File: src/rtl/adc_sample_buffer_pkg.sv
// Shared constants, FSM encoding and helpers for the ADC sample buffer.
package adc_sample_buffer_pkg;

   localparam int unsigned SAMPLE_W = 12;
   localparam int unsigned BYTE_W   = 8;
   localparam int unsigned DROP_W   = 8;

   localparam logic [3:0] HDR_DEFAULT = 4'hA;

   typedef enum logic [1:0] {
      IDLE    = 2'd0,
      LOAD    = 2'd1,
      SEND_HI = 2'd2,
      SEND_LO = 2'd3
   } tx_state_e;

   // Increment that sticks at all-ones instead of wrapping.
   function automatic logic [DROP_W-1:0] sat_inc(input logic [DROP_W-1:0] v);
      return (v == {DROP_W{1'b1}}) ? v : v + DROP_W'(1);
   endfunction

endpackage

File: src/rtl/adc_sample_buffer_fifo.sv
// Single-clock sample FIFO with registered read data and registered flags.
// A read of an empty FIFO alongside a write returns the incoming word.
module sample_fifo #(
   parameter int unsigned DEPTH = 64,
   parameter int unsigned AW    = 6,
   parameter int unsigned W     = 12
) (
   input  logic          clk_in,
   input  logic          rst,
   input  logic          clear,
   input  logic          wr_en,
   input  logic [W-1:0]  wr_data,
   input  logic          rd_en,
   output logic [W-1:0]  rd_data,
   output logic [AW:0]   count,
   output logic          full,
   output logic          empty
);

   localparam logic [AW:0] DEPTH_C = (AW+1)'(DEPTH);

   logic [W-1:0]  mem_q [DEPTH];
   logic [AW-1:0] wr_ptr_q, wr_ptr_d;
   logic [AW-1:0] rd_ptr_q, rd_ptr_d;
   logic [AW:0]   count_q, count_d;
   logic          full_q, full_d;
   logic          empty_q, empty_d;
   logic [W-1:0]  rd_data_q, rd_data_d;
   logic          do_wr, do_rd, mem_we;

   always_comb begin
      do_wr     = wr_en && !full_q;
      do_rd     = rd_en && (!empty_q || do_wr);
      mem_we    = do_wr && !clear;
      wr_ptr_d  = wr_ptr_q;
      rd_ptr_d  = rd_ptr_q;
      rd_data_d = rd_data_q;
      if (do_wr) begin
         wr_ptr_d = wr_ptr_q + AW'(1);
      end
      if (do_rd) begin
         rd_ptr_d  = rd_ptr_q + AW'(1);
         rd_data_d = empty_q ? wr_data : mem_q[rd_ptr_q];
      end
      count_d = count_q + (AW+1)'(do_wr) - (AW+1)'(do_rd);
      // Flush drops stored words; a read already issued still delivers its data.
      if (clear) begin
         wr_ptr_d = '0;
         rd_ptr_d = '0;
         count_d  = '0;
      end
      full_d  = (count_d == DEPTH_C);
      empty_d = (count_d == '0);
   end

   always_ff @(posedge clk_in) begin
      if (mem_we) begin
         mem_q[wr_ptr_q] <= wr_data;
      end
   end

   always_ff @(posedge clk_in) begin
      if (rst) begin
         wr_ptr_q  <= '0;
         rd_ptr_q  <= '0;
         count_q   <= '0;
         full_q    <= 1'b0;
         empty_q   <= 1'b1;
         rd_data_q <= '0;
      end else begin
         wr_ptr_q  <= wr_ptr_d;
         rd_ptr_q  <= rd_ptr_d;
         count_q   <= count_d;
         full_q    <= full_d;
         empty_q   <= empty_d;
         rd_data_q <= rd_data_d;
      end
   end

   assign rd_data = rd_data_q;
   assign count   = count_q;
   assign full    = full_q;
   assign empty   = empty_q;

endmodule

File: src/rtl/adc_sample_buffer.sv
// Captures ADC conversions into a FIFO and streams each as a framed byte pair
// over a valid/ready link, counting samples lost to a full FIFO.
module adc_sample_buffer
   import adc_sample_buffer_pkg::*;
#(
   parameter int unsigned DEPTH = 64,
   parameter int unsigned AW    = 6,
   parameter logic [3:0]  HDR   = HDR_DEFAULT
) (
   input  logic                clk_in,
   input  logic                rst,
   input  logic                clear,
   input  logic [SAMPLE_W-1:0] adc_data,
   input  logic                adc_ready,
   output logic [BYTE_W-1:0]   tx_data,
   output logic                tx_valid,
   input  logic                tx_ready,
   output logic [AW:0]         fifo_count,
   output logic                empty,
   output logic                full,
   output logic                overflow,
   output logic [DROP_W-1:0]   drop_count
);

   logic                rdy_q, rdy_d;
   logic                cap_pend_q, cap_pend_d;
   logic                rise, cap_live, wr_en, drop, rd_en;
   tx_state_e           state_q, state_d;
   logic [BYTE_W-1:0]   sample_lo_q, sample_lo_d;
   logic [BYTE_W-1:0]   tx_data_q, tx_data_d;
   logic                tx_valid_q, tx_valid_d;
   logic                overflow_q, overflow_d;
   logic [DROP_W-1:0]   drop_count_q, drop_count_d;
   logic [SAMPLE_W-1:0] rd_data;
   logic                fifo_full, fifo_empty;

   // Capture one cycle after the ready edge so adc_data has settled.
   always_comb begin
      rdy_d        = adc_ready;
      rise         = adc_ready & ~rdy_q;
      cap_pend_d   = rise;
      cap_live     = cap_pend_q & ~clear;
      wr_en        = cap_live & ~fifo_full;
      drop         = cap_live & fifo_full;
      overflow_d   = overflow_q | drop;
      drop_count_d = drop ? sat_inc(drop_count_q) : drop_count_q;
      if (clear) begin
         overflow_d   = 1'b0;
         drop_count_d = '0;
      end
   end

   sample_fifo #(
      .DEPTH (DEPTH),
      .AW    (AW),
      .W     (SAMPLE_W)
   ) u_fifo (
      .clk_in  (clk_in),
      .rst     (rst),
      .clear   (clear),
      .wr_en   (wr_en),
      .wr_data (adc_data),
      .rd_en   (rd_en),
      .rd_data (rd_data),
      .count   (fifo_count),
      .full    (fifo_full),
      .empty   (fifo_empty)
   );

   // Output FSM: fetch a sample, then present its high and low bytes.
   always_comb begin
      state_d     = state_q;
      sample_lo_d = sample_lo_q;
      tx_data_d   = tx_data_q;
      tx_valid_d  = tx_valid_q;
      rd_en       = 1'b0;
      unique case (state_q)
         IDLE: begin
            if (!fifo_empty && !clear) begin
               rd_en   = 1'b1;
               state_d = LOAD;
            end
         end
         LOAD: begin
            sample_lo_d = rd_data[BYTE_W-1:0];
            tx_data_d   = {HDR, rd_data[SAMPLE_W-1:BYTE_W]};
            tx_valid_d  = 1'b1;
            state_d     = SEND_HI;
         end
         SEND_HI: begin
            if (tx_ready) begin
               tx_data_d = sample_lo_q;
               state_d   = SEND_LO;
            end
         end
         SEND_LO: begin
            if (tx_ready) begin
               tx_valid_d = 1'b0;
               // A same-cycle capture counts as available data.
               if ((!fifo_empty || wr_en) && !clear) begin
                  rd_en   = 1'b1;
                  state_d = LOAD;
               end else begin
                  state_d = IDLE;
               end
            end
         end
         default: state_d = IDLE;
      endcase
   end

   always_ff @(posedge clk_in) begin
      if (rst) begin
         rdy_q        <= 1'b0;
         cap_pend_q   <= 1'b0;
         state_q      <= IDLE;
         sample_lo_q  <= '0;
         tx_data_q    <= '0;
         tx_valid_q   <= 1'b0;
         overflow_q   <= 1'b0;
         drop_count_q <= '0;
      end else begin
         rdy_q        <= rdy_d;
         cap_pend_q   <= cap_pend_d;
         state_q      <= state_d;
         sample_lo_q  <= sample_lo_d;
         tx_data_q    <= tx_data_d;
         tx_valid_q   <= tx_valid_d;
         overflow_q   <= overflow_d;
         drop_count_q <= drop_count_d;
      end
   end

   assign tx_data    = tx_data_q;
   assign tx_valid   = tx_valid_q;
   assign overflow   = overflow_q;
   assign drop_count = drop_count_q;
   assign full       = fifo_full;
   assign empty      = fifo_empty;

endmodule
File: config.mk
export PLATFORM = sky130hd
export DESIGN_NAME = adc_sample_buffer
export DESIGN_NICKNAME = d
export VERILOG_FILES = /design/src/rtl/adc_sample_buffer_pkg.sv /design/src/rtl/adc_sample_buffer_fifo.sv /design/src/rtl/adc_sample_buffer.sv
export SDC_FILE = /design/constraint.sdc
export NUM_CORES = 1
export LEC_CHECK = 0
export CAP_MARGIN = 15
export CORE_ASPECT_RATIO = 1.4
export CORE_UTILIZATION = 39
export CTS_CLUSTER_SIZE = 12
export DETAILED_ROUTE_END_ITERATION = 8
export PLACE_DENSITY = 0.51
export RECOVER_POWER = 50
export SYNTH_ARGS = -nofsm -noshare
export SYNTH_HDL_FRONTEND = slang
export SYNTH_HIERARCHICAL = 1
export SYNTH_SLANG_ARGS = --single-unit
File: constraint.sdc
create_clock -name clk_in -period 12.83 [get_ports clk_in]
set_input_delay 2.566 -clock clk_in [delete_from_list [all_inputs] [get_ports clk_in]]
set_output_delay 2.566 -clock clk_in [all_outputs]
set_load 0.01 [all_outputs]
==> results of run 1 <==
## cell usage in the layout (no fill, tap or decap), types with 5 or more instances in the layout
cell	Yosys	layout
a211oi_1	19	20
a21boi_0	12	12
a21oi_1	36	35
a22oi_1	57	57
a31oi_1	7	7
and2_1	6	6
buf_2	31	11
buf_4	9	21
clkbuf_1	34	33
clkbuf_16	0	84
clkdlybuf4s50_1	0	17
clkinv_1	0	8
dfxtp_1	69	65
dlygate4sd3_1	0	14
edfxtp_1	768	768
ha_1	14	14
inv_1	16	16
mux2i_1	51	51
mux4_2	193	193
nand2_1	34	34
nand3_1	8	8
nand3b_1	17	17
nor2_1	123	123
nor2b_1	14	14
nor3_1	19	19
nor3b_1	5	5
o21ai_0	31	31
o22ai_1	11	11
xor2_1	8	8
## registers in the layout, indices dropped and copies added, names as in the netlist, named ones only
signal and flops:
cap_pend_q 1, u_fifo/wr_ptr_q 6, tx_data 8, tx_valid 1, u_fifo/mem_q 768, drop_count 8
state_q 2, rdy_q 1, sample_lo_q 8, u_fifo/empty 1, u_fifo/rd_data 12, overflow 1
u_fifo/full 1, u_fifo/count 7, u_fifo/rd_ptr_q 6
## metrics by stage
| step | setup WS [ns] | power, mW | std cells | hold slack [ns] |
|---|---|---|---|---|
| final | 6.81 | 5.37 | 2851 | 0.398 |
| after floorplan | 6.93 | 3.18 | 1664 | 0.367 |
| after detailed placement | 6.20 | 3.29 | 2717 | 0.375 |
| after CTS | 6.86 | 5.43 | 2835 | 0.400 |
| after global placement | 6.27 | 3.28 | 2717 | 0.379 |
| after global routing | 6.39 | 5.54 | 2851 | 0.420 |
## worst paths after layout
kind / start / endpoint / slack, ns / depth (start not counted)
max reg2reg: state_q[0] / u_fifo/empty / 8.98 / 17
min: rdy_q / cap_pend_q / 0.40 / 1
max: clear / u_fifo/empty / 6.81 / 17
min reg2reg: rdy_q / cap_pend_q / 0.40 / 1
## per-layer routing
layer / routed length (um) / up-vias
met1: 31500 / 8363
li1: - / 6908
met2: 41400 / 449
met4: 2460 / 0
met5: 0 / -
met3: 3740 / 110
## where the power goes
part           switching [mW]  internal [mW]  total, mW
sequential             0.0129           3.00       3.01
combinational           0.140         0.0746      0.215
clock                   0.959           1.19       2.14
## worst max-delay path, stage by stage
cell	delay, ns
clkdlybuf4s50_1	0.72
and2b_2	0.36
o211ai_1	0.09
a21oi_1	0.20
inv_1	0.23
a21oi_2	0.19
nand2_1	0.11
o21ai_0	0.11
ha_1	0.19
inv_1	0.06
fa_1	0.43
nor2b_1	0.13
o21ai_0	0.11
a21boi_0	0.36
nor2_1	0.10
nor4_1	0.41
a41o_1	0.23
## cell type report
class | instances | area (sq um) | area share (%)
Clock buffer | 105 | 2190 | 6.01
Inverter | 16 | 60.1 | 0.165
Multi-Input combinational cell | 718 | 7680 | 21.1
Clock inverter | 13 | 70.1 | 0.192
Tap cell | 1079 | 1350 | 3.70
Sequential cell | 837 | 24500 | 67.0
Timing Repair Buffer | 83 | 671 | 1.84
## cells by family after synthesis
group                      synth area share [%]
DFF                                        74.7
and+or+nand+nor                            3.76
muxes                                      14.9
AOI/OAI and AO/OA                          3.90
buffers and inverters                      1.88
adders and majority gates                 0.596
xor gates and xnor gates                  0.294
==> metrics.md, run 1 <==
| Metric | Value |
|---|---|
| Root buf cell | clkbuf_16 |
| Rel. slew slack | -149% |
| Post-Syn Area | 32700 sq um |
| GRT met2 Usage | 33.3% |
| Via Count | 15800 |
| Worst Setup Start Kind | input port |
| Vias in the first global route | 16400 |
| Number of diodes | 0 |
| Die W | 247 um |
| Synth Area per Inst | 19.7 sq um |
| Final count of pins violating max slew | 856 |
| CTS Buffer Depth | 3 |
| Post-CTS Hold Fix Bufs | 0 |
| Worst slew pin tran | 3.73 ns |
| # clock sinks | 837 |
| Post-CTS Setup Inserts | 0 |
| Ports | 44 |
| Routed length per instance | 27.8 um |
| TNS Setup | 0 ns |
| Post-Synthesis Cells | 1664 |
| RSZ-0062 raised after global routing | false |
| Failing checks | design-rule violations, max-capacitance violations, max-slew violations |
| Crit Path Class | in2reg |
| Number of nets with antenna violations after routing | 0 |
| Clk_skew | 0.0262 ns |
| Initial drt markers | 1294 |
| Rows | 125 |
| Area grow syn2layout | 11.4% |
| Seq/Total Area, Yosys | 74.7% |
| Die ar. | 85100 sq um |
| Post-synth top flop | edfxtp_1 |
| Number of synthesized register bits | 837 |
| Skew-Pair Late Insertion Delay | 0.64 ns |
| Max_cap viols | 14 |
| Final hold vios | 0 |
| Buffers on Ports | 43 |
| Core box area | 83000 sq um |
| Min-Delay Path Class | reg2reg |
| Endpoints failing setup | 0 |
| Met1 Track Usage GR | 23.4% |
| First-pass GRT wire length | 114000 um |
| RePlAce Congestion | 0.828 |
| Syn Nets | 1696 |
| Post-DP Area | 34100 sq um |
| H-tree Lvls | 3 |
| Leak | 10.8 nW |
| Initial Utilization | 39.4% |
| DRT Pass-1 Iters | 7 |
| Post-synth EDFFs | 768 |
| GRT met3 Usage | 2.65% |
| Net count, final | 1770 |
| Clk pin slew, worst setup/hold paths | 0.06 ns |
| WP data required | 13.39 ns |
| Post-synth ARST share | 0% |
| WL final | 79100 um |
| Worst-path maximum fanout | 15 |
| CTS Buf Count | 82 |
| Design Area, Final | 36500 sq um |
| Dominant cell type by area after synthesis | edfxtp_1 |
| Status | finished with violations |
| CTS tree | yes |
| Post-CTS sizing | 0 |
| Fill count | 7043 |
| Critical path data arrival time | 6.58 ns |
| Largest net degree at the start of global routing | 126 |
| Gr usage total | 18.9% |
| DRC violations left | 18 |
| HPWL Detailed | 47400 um |
| Crit path time final | 6.02 ns |
| GR peak layer | met2 |
| Synth cell types | 60 |
| Power per cell area | 147 nW/um^2 |
| Total grt overflow | 0 |
| Top cell type's share of synthesized area | 70.4% |
| Peak supply drop | 0.0000754 V |
| Crit share post-route | 46.9% |
| Synth area leaders | edfxtp_1, mux4_2, dfxtp_1, mux2i_1, nor2_1 |
| Die height | 345 um |
| Post-layout util | 43.9% |
| Element type at the critical path end | register |
| Top-count cell post-synth | edfxtp_1 |
| Post-synth top cells | edfxtp_1, mux4_2, nor2_1 |
| Fraction of layout instances using a drive strength above 1 | 19.2% |
| Antenna violations before repair | 0 |
| Max Freq | 166 MHz |
| Syn. warnings | 6 |
| DR vias/cell | 5.55 |
Power figures use the tool's default switching activity.
==> run 2: changes to the inputs <==
==> constraint.sdc (replaced) <==
create_clock -name clk_in -period 5.95 [get_ports clk_in]
set_input_delay 1.19 -clock clk_in [delete_from_list [all_inputs] [get_ports clk_in]]
set_output_delay 1.19 -clock clk_in [all_outputs]
set_load 0.01 [all_outputs]
==> run 2 against run 1 <==
Net effect: the run still ends with design-rule violations, max-capacitance violations, max-slew violations left; wire length up 0.68%; largest cell class unchanged; largest power group unchanged; clock skew down 0.0089 ns; combinational power up 100%; clock-buffer cell count up 6; critical endpoint unchanged; flip-flop and latch count unchanged.
==> metrics.md, run 2 (synthesis results as in run 1) <==
| Metric | Value |
|---|---|
| # clock sinks | 837 |
| RePlAce Congestion | 0.789 |
| Post-CTS sizing | 0 |
| Largest net degree at the start of global routing | 75 |
| Antenna violations before repair | 1 |
| Worst Hold Depth | 1 |
| Routed length per instance | 27.4 um |
| Root buf cell | clkbuf_16 |
| RSZ-0062 raised after global routing | false |
| Clk_skew | 0.0172 ns |
| Largest Register | u_fifo/mem_q |
| FF-to-FF path depth | 16 |
| DRC violations left | 30 |
| Initial Utilization | 39.4% |
| Endpoints failing setup | 0 |
| DR vias/cell | 5.55 |
| Peak supply drop | 0.000178 V |
| Number of nets with antenna violations after routing | 0 |
| Initial drt markers | 1386 |
| Worst slew pin tran | 3.45 ns |
| Post-Route M1 WL | 31500 um |
| Die height | 345 um |
| Die W | 247 um |
| Area grow syn2layout | 12.7% |
| Top routing layer in use | met4 |
| Final count of pins violating max slew | 797 |
| Overall power | 11.7 mW |
| Metal2 WL | 42500 um |
| H-tree Lvls | 3 |
| Commonest non-fill, non-tap cell in the layout | edfxtp_1 |
| Status | finished with violations |
| Rows | 125 |
| TNS Setup | 0 ns |
| WL final | 79700 um |
| Worst-path maximum fanout | 15 |
| Buffers on Ports | 43 |
| Core box area | 83000 sq um |
| Total grt overflow | 0 |
| CTS Buffer Depth | 3 |
| Skew-Pair Late Insertion Delay | 0.63 ns |
| Max Freq | 228 MHz |
| Crit path time final | 4.38 ns |
| Leak | 11.1 nW |
| WP data required | 6.51 ns |
| CTS tree | yes |
| HPWL Detailed | 47900 um |
| Gr usage total | 19.2% |
| Max_cap viols | 18 |
| Power per cell area | 316 nW/um^2 |
| CTS Buf Count | 83 |
| Vias in the first global route | 16800 |
| Ports | 44 |
| Net count, final | 1820 |
| Routed wl met3 | 3580 um |
| Post-CTS Hold Fix Bufs | 0 |
| Max FFs per register | 768 |
| Placed Cells | 2780 |
| Via Count | 16100 |
| Crit Path Class | in2reg |
| Rel. slew slack | -130% |
| First-pass GRT wire length | 116000 um |
| Min-Delay Path Class | reg2reg |
| Final hold vios | 0 |
| Most frequent cells in the layout | edfxtp_1, mux4_2, nor2_1 |
| Worst Setup Start Kind | input port |
| Die ar. | 85100 sq um |
| Critical path data arrival time | 4.94 ns |
| DRT Pass-1 Iters | 7 |
| Post-CTS Setup Inserts | 0 |
| Final Non-Filler Cells | 2907 |
| Clk pin slew, worst setup/hold paths | 0.06 ns |
| Fraction of layout instances using a drive strength above 1 | 21.1% |
| Failing checks | design-rule violations, max-capacitance violations, max-slew violations |
| Element type at the critical path end | register |
| Crit share post-route | 73.6% |
## run 2: cell count changes in the layout (fill, tap and decap cells not counted), sizes merged
cell | previous run | this run
buf | 38 | 81
clkbuf | 119 | 131
diode | 0 | 1
## run 2: critical path, stage by stage
cell,delay (ns)
clkdlybuf4s50_1,0.40
buf_4,0.19
and2b_2,0.23
o211ai_1,0.09
a21oi_1,0.20
inv_1,0.26
a21oi_2,0.20
nand2_1,0.10
o21ai_0,0.10
ha_1,0.20
inv_1,0.06
fa_1,0.42
nor2b_1,0.12
o21ai_0,0.10
a21boi_0,0.37
nor2_1,0.09
nor4_1,0.39
a41o_1,0.22
## run 2: where the power goes
| part | switching, mW | leakage [nW] | internal (mW) |
|---|---|---|---|
| sequential | 0.0437 | 7.46 | 6.46 |
| clock | 2.08 | 1.14 | 2.64 |
| combinational | 0.276 | 2.51 | 0.159 |
| total | 2.40 | 11.1 | 9.26 |
## run 2: final cells by class
| class | instances | area [sq um] |
|---|---|---|
| multi-input combinational | 718 | 7680 |
| antenna | 1 | 2.50 |
| sequential | 837 | 24500 |
| inverter | 16 | 60.1 |
| timing repair buffer | 132 | 1010 |
| clock inverter | 13 | 57.6 |
| clock buffer | 111 | 2280 |
| tap | 1079 | 1350 |
| fill | 7052 | 46200 |
## run 2: path summary, 6_finish.rpt
path,from,endpoint,slack (ns)
worst max-delay path,clear,u_fifo/empty,1.57
worst min-delay path,rdy_q,cap_pend_q,0.38
worst max register to register,u_fifo/empty,u_fifo/full,1.86
worst min register to register,rdy_q,cap_pend_q,0.38
## run 2: metal layers
layer / global-route usage, % / vias to the layer above
li1: - / 7022
met1: 23.6 / 8626
met2: 34.3 / 381
met3: 2.93 / 105
met4: 6.22 / 0
met5: 0 / -
## run 2: per-stage QoR
step | cell area, sq um | setup WS (ns) | hold WS [ns] | util [%]
finish | 36900 | 1.57 | 0.384 | 44.4
global route | 36900 | 1.25 | 0.417 | 44.4
CTS | 36900 | 1.61 | 0.388 | 44.5
floorplan | 32700 | 1.42 | 0.367 | -
global placement | 34600 | 0.956 | 0.373 | 41.7
detailed placement | 34600 | 0.965 | 0.383 | 41.7
